**src/rtl/rr_grant_encoder_if.sv**
```systemverilog
// Grant bus between the round-robin arbiter and its requesters.
// The arbiter drives the binary select and enable that feed the downstream
// 2-to-4 decoder. The requesters drive the request vector and the release strobe.
interface rr_grant_encoder_if;
    logic [3:0] req;
    logic       done;
    logic [1:0] sel;
    logic       en;
    logic       busy;
    logic       timeout;

    modport master (
        input  req,
        input  done,
        output sel,
        output en,
        output busy,
        output timeout
    );

    modport slave (
        output req,
        output done,
        input  sel,
        input  en,
        input  busy,
        input  timeout
    );
endinterface

```
**src/rtl/rr_grant_encoder.sv**
```systemverilog
// Four-way round-robin arbiter that drives a 2-to-4 select decoder.
// It grants one requester at a time and holds the grant until one of these happens:
//   - the requester signals done,
//   - the requester withdraws its request,
//   - the hold timer expires.
// After each grant, priority rotates to the index just past the last grant.
// Every output is registered.
module rr_grant_encoder #(
    parameter int HOLD_W   = 8,
    parameter int MAX_HOLD = 16
) (
    input  logic             clk,
    input  logic             rst_n,
    rr_grant_encoder_if.master bus
);

    typedef enum logic {
        IDLE  = 1'b0,
        GRANT = 1'b1
    } state_t;

    localparam logic [HOLD_W-1:0] MAX_HOLD_C = HOLD_W'(MAX_HOLD);
    localparam logic [HOLD_W-1:0] HOLD_SAT   = {HOLD_W{1'b1}};
    localparam logic [HOLD_W-1:0] HOLD_ONE   = HOLD_W'(1);
    localparam logic [HOLD_W-1:0] HOLD_ZERO  = {HOLD_W{1'b0}};
    localparam logic              TO_EN      = (MAX_HOLD != 0);

    state_t            state_r;
    state_t            state_nxt_s;
    logic [1:0]        ptr_r;
    logic [1:0]        ptr_nxt_s;
    logic [HOLD_W-1:0] hold_cnt_r;
    logic [HOLD_W-1:0] hold_nxt_s;
    logic [1:0]        sel_r;
    logic [1:0]        sel_nxt_s;
    logic              en_r;
    logic              en_nxt_s;
    logic              busy_r;
    logic              timeout_r;
    logic              timeout_nxt_s;
    logic [2:0]        pick_s;
    logic              rel_done_s;
    logic              rel_wd_s;
    logic              rel_to_s;
    logic              release_s;

    // Find the first set request, scanning upward from ptr and wrapping at 4.
    // The result is {found, index}.
    function automatic logic [2:0] pick_first(input logic [3:0] r, input logic [1:0] p);
        logic [2:0] res;
        logic [1:0] idx;
        res = 3'b000;
        // Walk the offsets from highest to lowest so the smallest offset wins.
        for (int i = 3; i >= 0; i--) begin
            idx = p + 2'(i);
            if (r[idx]) begin
                res = {1'b1, idx};
            end else begin
                res = res;
            end
        end
        return res;
    endfunction

    // Work out the arbitration pick and the three release causes.
    always_comb begin
        pick_s     = pick_first(bus.req, ptr_r);
        rel_done_s = bus.done;
        rel_wd_s   = ~bus.req[sel_r];
        rel_to_s   = TO_EN && (hold_cnt_r == MAX_HOLD_C);
        release_s  = rel_done_s | rel_wd_s | rel_to_s;
    end

    // Next-state logic. An unknown or illegal state falls back to IDLE.
    always_comb begin
        state_nxt_s = IDLE;
        case (state_r)
            IDLE: begin
                if (pick_s[2]) begin
                    state_nxt_s = GRANT;
                end else begin
                    state_nxt_s = IDLE;
                end
            end
            GRANT: begin
                if (release_s) begin
                    state_nxt_s = IDLE;
                end else begin
                    state_nxt_s = GRANT;
                end
            end
            default: state_nxt_s = IDLE;
        endcase
    end

    // Next values of the registered outputs, pointer and hold counter.
    always_comb begin
        sel_nxt_s     = sel_r;
        en_nxt_s      = 1'b0;
        timeout_nxt_s = 1'b0;
        ptr_nxt_s     = ptr_r;
        hold_nxt_s    = hold_cnt_r;
        case (state_r)
            IDLE: begin
                if (pick_s[2]) begin
                    sel_nxt_s  = pick_s[1:0];
                    en_nxt_s   = 1'b1;
                    hold_nxt_s = HOLD_ONE;
                end else begin
                    hold_nxt_s = HOLD_ZERO;
                end
            end
            GRANT: begin
                if (release_s) begin
                    en_nxt_s      = 1'b0;
                    ptr_nxt_s     = sel_r + 2'd1;
                    hold_nxt_s    = HOLD_ZERO;
                    // Flag a timeout only when the hold limit alone forced the release.
                    timeout_nxt_s = rel_to_s & ~rel_done_s & ~rel_wd_s;
                end else begin
                    en_nxt_s = 1'b1;
                    if (hold_cnt_r == HOLD_SAT) begin
                        hold_nxt_s = HOLD_SAT;
                    end else begin
                        hold_nxt_s = hold_cnt_r + HOLD_ONE;
                    end
                end
            end
            default: begin
                en_nxt_s   = 1'b0;
                hold_nxt_s = HOLD_ZERO;
            end
        endcase
    end

    // State register.
    always_ff @(posedge clk or negedge rst_n) begin
        if (!rst_n) begin
            state_r <= IDLE;
        end else begin
            state_r <= state_nxt_s;
        end
    end

    // Register the outputs, the priority pointer and the hold counter.
    always_ff @(posedge clk or negedge rst_n) begin
        if (!rst_n) begin
            sel_r      <= 2'd0;
            en_r       <= 1'b0;
            busy_r     <= 1'b0;
            timeout_r  <= 1'b0;
            ptr_r      <= 2'd0;
            hold_cnt_r <= HOLD_ZERO;
        end else begin
            sel_r      <= sel_nxt_s;
            en_r       <= en_nxt_s;
            busy_r     <= en_nxt_s;
            timeout_r  <= timeout_nxt_s;
            ptr_r      <= ptr_nxt_s;
            hold_cnt_r <= hold_nxt_s;
        end
    end

    assign bus.sel     = sel_r;
    assign bus.en      = en_r;
    assign bus.busy    = busy_r;
    assign bus.timeout = timeout_r;

endmodule

```
**src/flat_wrapper.sv**
```systemverilog
// flat-port wrapper written by rule: the top's interface ports become plain ports
module rr_grant_encoder_flat 
#(
    parameter int HOLD_W   = 8,
    parameter int MAX_HOLD = 16
)
  (clk, rst_n, bus_req, bus_done, bus_sel, bus_en, bus_busy, bus_timeout);
  rr_grant_encoder_if bus_i ();
  input  logic clk;
  input  logic rst_n;
  input wire logic [$bits(bus_i.req)-1:0] bus_req;
  input wire logic [$bits(bus_i.done)-1:0] bus_done;
  output wire logic [$bits(bus_i.sel)-1:0] bus_sel;
  output wire logic [$bits(bus_i.en)-1:0] bus_en;
  output wire logic [$bits(bus_i.busy)-1:0] bus_busy;
  output wire logic [$bits(bus_i.timeout)-1:0] bus_timeout;
  assign bus_i.req = bus_req;
  assign bus_i.done = bus_done;
  assign bus_sel = bus_i.sel;
  assign bus_en = bus_i.en;
  assign bus_busy = bus_i.busy;
  assign bus_timeout = bus_i.timeout;
  rr_grant_encoder #(.HOLD_W(HOLD_W), .MAX_HOLD(MAX_HOLD)) u_core (.clk(clk), .rst_n(rst_n), .bus(bus_i));
endmodule
```
**config.mk**
```make
export PLATFORM = sky130hd
export DESIGN_NAME = rr_grant_encoder_flat
export DESIGN_NICKNAME = d
export VERILOG_FILES = /design/src/rtl/rr_grant_encoder_if.sv /design/src/rtl/rr_grant_encoder.sv /design/src/flat_wrapper.sv
export SDC_FILE = /design/constraint.sdc
export NUM_CORES = 1
export LEC_CHECK = 0
export ABC_AREA = 1
export CAP_MARGIN = 20
export CORE_AREA = 2 2 45 47
export CTS_CLUSTER_SIZE = 12
export DETAILED_ROUTE_END_ITERATION = 8
export DIE_AREA = 0 0 47 49
export GPL_TIMING_DRIVEN = 0
export HOLD_SLACK_MARGIN = 0.06
export PLACE_DENSITY = 0.82
export SYNTH_ARGS = -nofsm -noshare
export SYNTH_HDL_FRONTEND = slang
export SYNTH_SLANG_ARGS = --single-unit
```
**constraint.sdc**
```tcl
create_clock -name clk -period 2.7 [get_ports clk]
set_input_delay 0.54 -clock clk [delete_from_list [all_inputs] [get_ports clk]]
set_output_delay 0.54 -clock clk [all_outputs]
set_load 0.01 [all_outputs]
```
==> reports/summary.txt, run 1 <==
slowest stage delay, CP: 520 ps
max-slew violations: 0
final count of negative-setup-slack endpoints: 0
maximum VDD drop: 730 uV
H-tree levels: 1
Die Y: 49 um
initial antenna violation count: 0
Tmin final: 1950 ps
Clock Pin Slew Worst Setup and Hold Paths: 70 ps
CP startpoint: u_core.state_r
Max Cap Viol: 0
PostCTS Resize Cnt: 0
PortBufs: 11
Net Sw Power: 544 uW
row cnt: 16
worst path arrival time: 1410 ps
crit-path cells: buf_4, clkdlybuf4s50_1
post-synthesis cell area: 992 um^2
cell family with most CP delay: buffers and inverters
Clock Tree Buf Depth: 2
first-pass GRT wire length: 3530 um
RD Place Congestion: 0.864
Critical Path Slowest Stage Cell: clkdlybuf4s50_1
setup bufs post-CTS: 0
Final Skew: 4.50 ps
net count after synthesis: 152
Buf/Inv on CP: 2
Yosys reg bits: 14
final total power: 1.14 mW
startpoint class of the critical path: flop
syn_area_per_cell: 6.94 um^2
sequential power share: 29.8%
num ports: 12
HP Class: reg2reg
Internal: 596 uW
fmax: 0.513 GHz
YS warnings: 0
total wire length: 2030 um
total gr overflow: 0
Iter 0 DRT Violations: 17
CTS Buf Count: 3
gr usage total: 20.9%
final-report hold violation count: 0
diode count: 0
# clock sinks: 14
vias in the first global route: 848
drt wl/cell: 11.1 um
Comb pwr share: 60.1%
crit share post-route: 72.1%
worst reg2reg path startpoint: u_core.hold_cnt_r[0]
Worst EP required: 2160 ps
Pre-Repair DR Iteration Count: 4
Post-Synthesis Cells: 143
Pwr per Cell Area: 984 nW/um^2
Worst setup EP type: output port
distinct cell type count after synthesis: 23
initial core utilization: 53.9%
largest net degree at the start of global routing: 15
Rel. slew slack: 58.4%
critical path class: reg2out
status: finished, final reports clean
nets: 168
Clock Tree Root: clkbuf_4
Leak: 0.568 nW
DP HPWL: 1610 um
crit-path max FO: 6
DRC violations left: 0
Worst-Skew Late Latency: 280 ps
fillers: 176
share of layout cells above drive strength 1: 15.9%
Sw Share: 47.7%
Hold Startpoint: u_core.hold_cnt_r[6]
worst hold slack: 592 ps
setup TNS: 0 ps
hold_buf cts: 0
Vias: 921
routed vias/inst: 5.01
Routed Antenna Nets: 0
core area: 1840 um^2
RSZ-0062 raised after global routing: false
CTS tree: yes
Clock power frac: 10.1%
Die W: 47 um
Least-Margin Pin Slew: 622 ps
register area share after synthesis: 35.3%
die area: 2300 um^2
layout overhead on the synthesized area: 16.8%
==> cells in the final DEF (no fill, tap or decap), types with 2 or more instances in the layout <==
cell and count:
nand2_1 43, nor2_1 17, inv_1 16, dfrtp_1 14
clkdlybuf4s50_1 11, nand3_1 8, nand2_2 8, o21ai_0 7
a21oi_1 5, inv_2 3, nand2_4 3, o21ai_2 3
clkbuf_4 3, nor3_1 2, nand4_1 2, xnor2_1 2
ha_1 2
==> layout make-up <==
type | count | area [um^2] | area share [%]
tap | 27 | 33.8 | 2.92
timing repair buffer | 11 | 110 | 9.50
buffer | 2 | 18.8 | 1.62
multi-input combinational | 108 | 552 | 47.6
clock buffer | 3 | 22.5 | 1.94
inverter | 19 | 71.3 | 6.16
sequential | 14 | 350 | 30.2
==> power by group through the flow <==
stage	Clock, mW	Sequential [mW]	Combinational [mW]
finish	0.115	0.340	0.685
global placement	0	0.340	0.658
global route	0.129	0.350	0.780
floorplan	0	0.333	0.519
detailed placement	0	0.343	0.683
CTS	0.121	0.339	0.687
==> cell usage after synthesis (all sizes together) <==
library cell,n,share of area [%]
nand4,2,1.3
xnor2,2,1.8
nor3,2,1.0
a21oi,6,3.4
o211ai,1,0.76
buf,2,1.9
o21ai,11,6.7
dfrtp,14,35
xor2,1,0.88
nor2,18,7.6
inv,19,7.2
nand2,54,25
nand3,9,5.0
ha,2,2.5
==> metrics by stage <==
step	cells	instance area (um^2)	setup WS, ps	util, %
finish	184	1160	752	62.9
CTS	184	1160	723	62.9
detailed placement	181	1140	687	61.7
global placement	181	1140	754	61.7
floorplan	143	992	1400	-
global route	184	1160	683	62.9
==> worst paths after layout <==
kind	to	slack, ps	cells after the start
max	bus_en	750	2
min	u_core.hold_cnt_r[2]	590	2
max reg2reg	u_core.hold_cnt_r[0]	1200	5
min reg2reg	u_core.hold_cnt_r[2]	590	2
max in group asynchronous	u_core.hold_cnt_r[1]	1650	1
min in group asynchronous	u_core.hold_cnt_r[3]	640	1
==> worst reg2reg max path, cell delays in order (launching register included) <==
cell and delay (ps):
dfrtp_1 380, ha_1 190, nand2_1 100, nor3_1 500, nor2_1 90, o21ai_1 160
==> registers in the layout, summed over array words and instances (netlist names) <==
register            cells
u_core.bus.sel          2
u_core.bus.timeout      1
u_core.hold_cnt_r       8
u_core.ptr_r            2
u_core.state_r          1
==> routing by layer <==
metal	up-vias	track usage (%)	part of all wire (%)	wire [um]
met3	4	7.04	3.6	73
li1	477	-	-	-
met2	20	31.7	47	961
met5	-	0	0	0
met4	0	5.09	1.0	21
met1	420	28.4	48	977
==> cells by family after synthesis <==
group,after synthesis,share of synthesized area (%)
XOR/XNOR,3,2.65
flip-flops,14,35.3
AO/OA/AOI/OAI,18,10.8
buffers and inverters,21,9.08
adder cells (fa/ha/maj),2,2.52
AND/OR/NAND/NOR,85,39.6
Power figures use the tool's default switching activity.
==> run 2: changes to the inputs <==
- CORE_AREA: 2 2 45 47 -> 2 2 48 50
- DIE_AREA: 0 0 47 49 -> 0 0 50 52
- PLACE_DENSITY: 0.82 -> 0.76
- clock period: 2.7 -> 1.57 ns (I/O delays scaled with it)
==> reports/summary.txt, run 2 (same netlist as run 1, synthesis figures left out) <==
total gr overflow: 0 (unchanged)
slowest stage delay, CP: 550 ps (+30 ps)
Vias: 937 (+1.7%)
Least-Margin Pin Slew: 610 ps (-12.1 ps)
Rel. slew slack: 59.2% (+0.81 points)
max-slew violations: 0 (unchanged)
final-report hold violation count: 0 (unchanged)
commonest cells after routing, fill and taps aside: 43 x nand2_1, 17 x nor2_1, 16 x inv_1, 12 x dfrtp_1, 10 x clkdlybuf4s50_1
Register-to-Register Path Depth: 8 (+3)
nets: 171 (+1.8%)
initial antenna violation count: 0 (unchanged)
final total power: 2.09 mW (+83%)
crit-path cells: clkdlybuf4s50_1
critical path class: reg2out
Die Y: 52 um (+6.1%)
DRC violations left: 0 (unchanged)
Buf/Inv on CP: 1 (-1)
worst hold slack: 408 ps (-184 ps)
max FFs per register: 8 (unchanged)
top layer in use: met4
vias in the first global route: 879 (+3.7%)
Clock Tree Root: clkbuf_4
Final Cell Area: 1210 um^2 (+4.3%)
DP HPWL: 1540 um (-4.2%)
Leak: 0.589 nW (+3.8%)
final count of negative-setup-slack endpoints: 0 (unchanged)
H-tree levels: 1 (unchanged)
crit share post-route: 96.3%
maximum VDD drop: 1080 uV (+48%)
CP Depth: 1 (-1)
status: finished, final reports clean
final core utilization: 57.4% (-5.5 points)
layout overhead on the synthesized area: 21.8%
Worst setup EP type: output port
RD Place Congestion: 0.841 (-2.7%)
Critical Path Slowest Stage Cell: clkdlybuf4s50_1
CTS Buf Count: 3 (unchanged)
cell family with most CP delay: buffers and inverters
reg-to-reg critical path endpoint: u_core.ptr_r[1]
die area: 2600 um^2 (+13%)
# clock sinks: 14 (unchanged)
area post-placement: 1140 um^2 (+0.11%)
Routed Antenna Nets: 0 (unchanged)
met1 WL: 985 um (+0.82%)
Iter 0 DRT Violations: 29 (+12)
fmax: 0.661 GHz
Worst-Skew Late Latency: 280 ps (about the same)
crit-path max FO: 2 (-4)
metal2 WL: 994 um (+3.4%)
Top reg by flops: u_core.hold_cnt_r
diode count: 0 (unchanged)
initial core utilization: 47.1% (-6.8 points)
gr usage total: 18.3% (-2.6 points)
WL met3: 52 um (-29%)
num ports: 12 (unchanged)
Worst EP required: 1260 ps (-900 ps)
share of layout cells above drive strength 1: 20.5% (+4.6 points)
Clock Tree Buf Depth: 2 (unchanged)
startpoint class of the critical path: flop
Pre-Repair DR Iteration Count: 5 (+1)
largest net degree at the start of global routing: 15 (unchanged)
row cnt: 17 (+1)
Die W: 50 um (+6.4%)
Pwr per Cell Area: 1730 nW/um^2 (+76%)
worst reg2reg path startpoint: u_core.bus.sel[0]
Clock Pin Slew Worst Setup and Hold Paths: 90 ps (+20 ps)
reg-to-reg setup timing slack: 140 ps (-1060 ps)
worst path arrival time: 1200 ps (-210 ps)
Tmin final: 1510 ps
drt wl/cell: 10.9 um (-1.2%)
CTS tree: yes
Max Cap Viol: 0 (unchanged)
HP Class: in2async
commonest non-fill, non-tap cell in the layout: nand2_1
routed vias/inst: 4.96 (-0.95%)
Final Skew: 3.37 ps (-1.13 ps)
PortBufs: 11 (unchanged)
first-pass GRT wire length: 3680 um (+4.3%)
core area: 2110 um^2 (+14%)
fillers: 191 (+8.5%)
total wire length: 2070 um (+1.5%)
## run 2: power breakdown
group,internal (mW),switching (mW)
clock,0.141,0.121
sequential,0.453,0.0986
combinational,0.535,0.742
## run 2: area by class of cell
type / count / area (um^2) / area share [%]
multi-input cells: 108 / 564 / 46.7
flip-flops and latches: 14 / 353 / 29.2
repair buffers: 14 / 130 / 10.8
inverters: 19 / 71.3 / 5.90
clock buffers: 4 / 36.3 / 3.00
well taps: 28 / 35.0 / 2.90
plain buffers: 2 / 18.8 / 1.55
## run 2: per-layer routing
metal,up-vias,GRT usage [%]
li1,487,-
met1,420,23.0
met2,26,30.9
met3,4,2.59
met4,0,8.33
met5,-,0
## run 2: how the worst max path moves through the flow
stage	to	from
after global routing	u_core.ptr_r[0]	u_core.bus.sel[0]
after CTS	bus_sel[0]	u_core.bus.sel[0]
after global placement	u_core.hold_cnt_r[0]	bus_req[1]
after detailed placement	u_core.hold_cnt_r[0]	bus_req[1]
final	bus_sel[1]	u_core.bus.sel[1]
after floorplan	u_core.bus.sel[0]	u_core.ptr_r[0]
## run 2: through the flow
stage          setup slack [ps]  cells  TNS [ps]
2_1_floorplan               289    143         0
3_3_place_gp               -152    182     -1270
3_5_place_dp               -189    182     -1580
4_1_cts                    49.0    189         0
5_1_grt                   -11.0    189     -11.0
6_report                   57.6    189         0
## run 2: repair_timing
item                                    in CTS  in global routing
pin swaps                                    0                  2
endpoints found under the setup margin       4                  8
hold buffers                                 0                  0
setup buffers                                3                  0
resized for setup                            3                  3
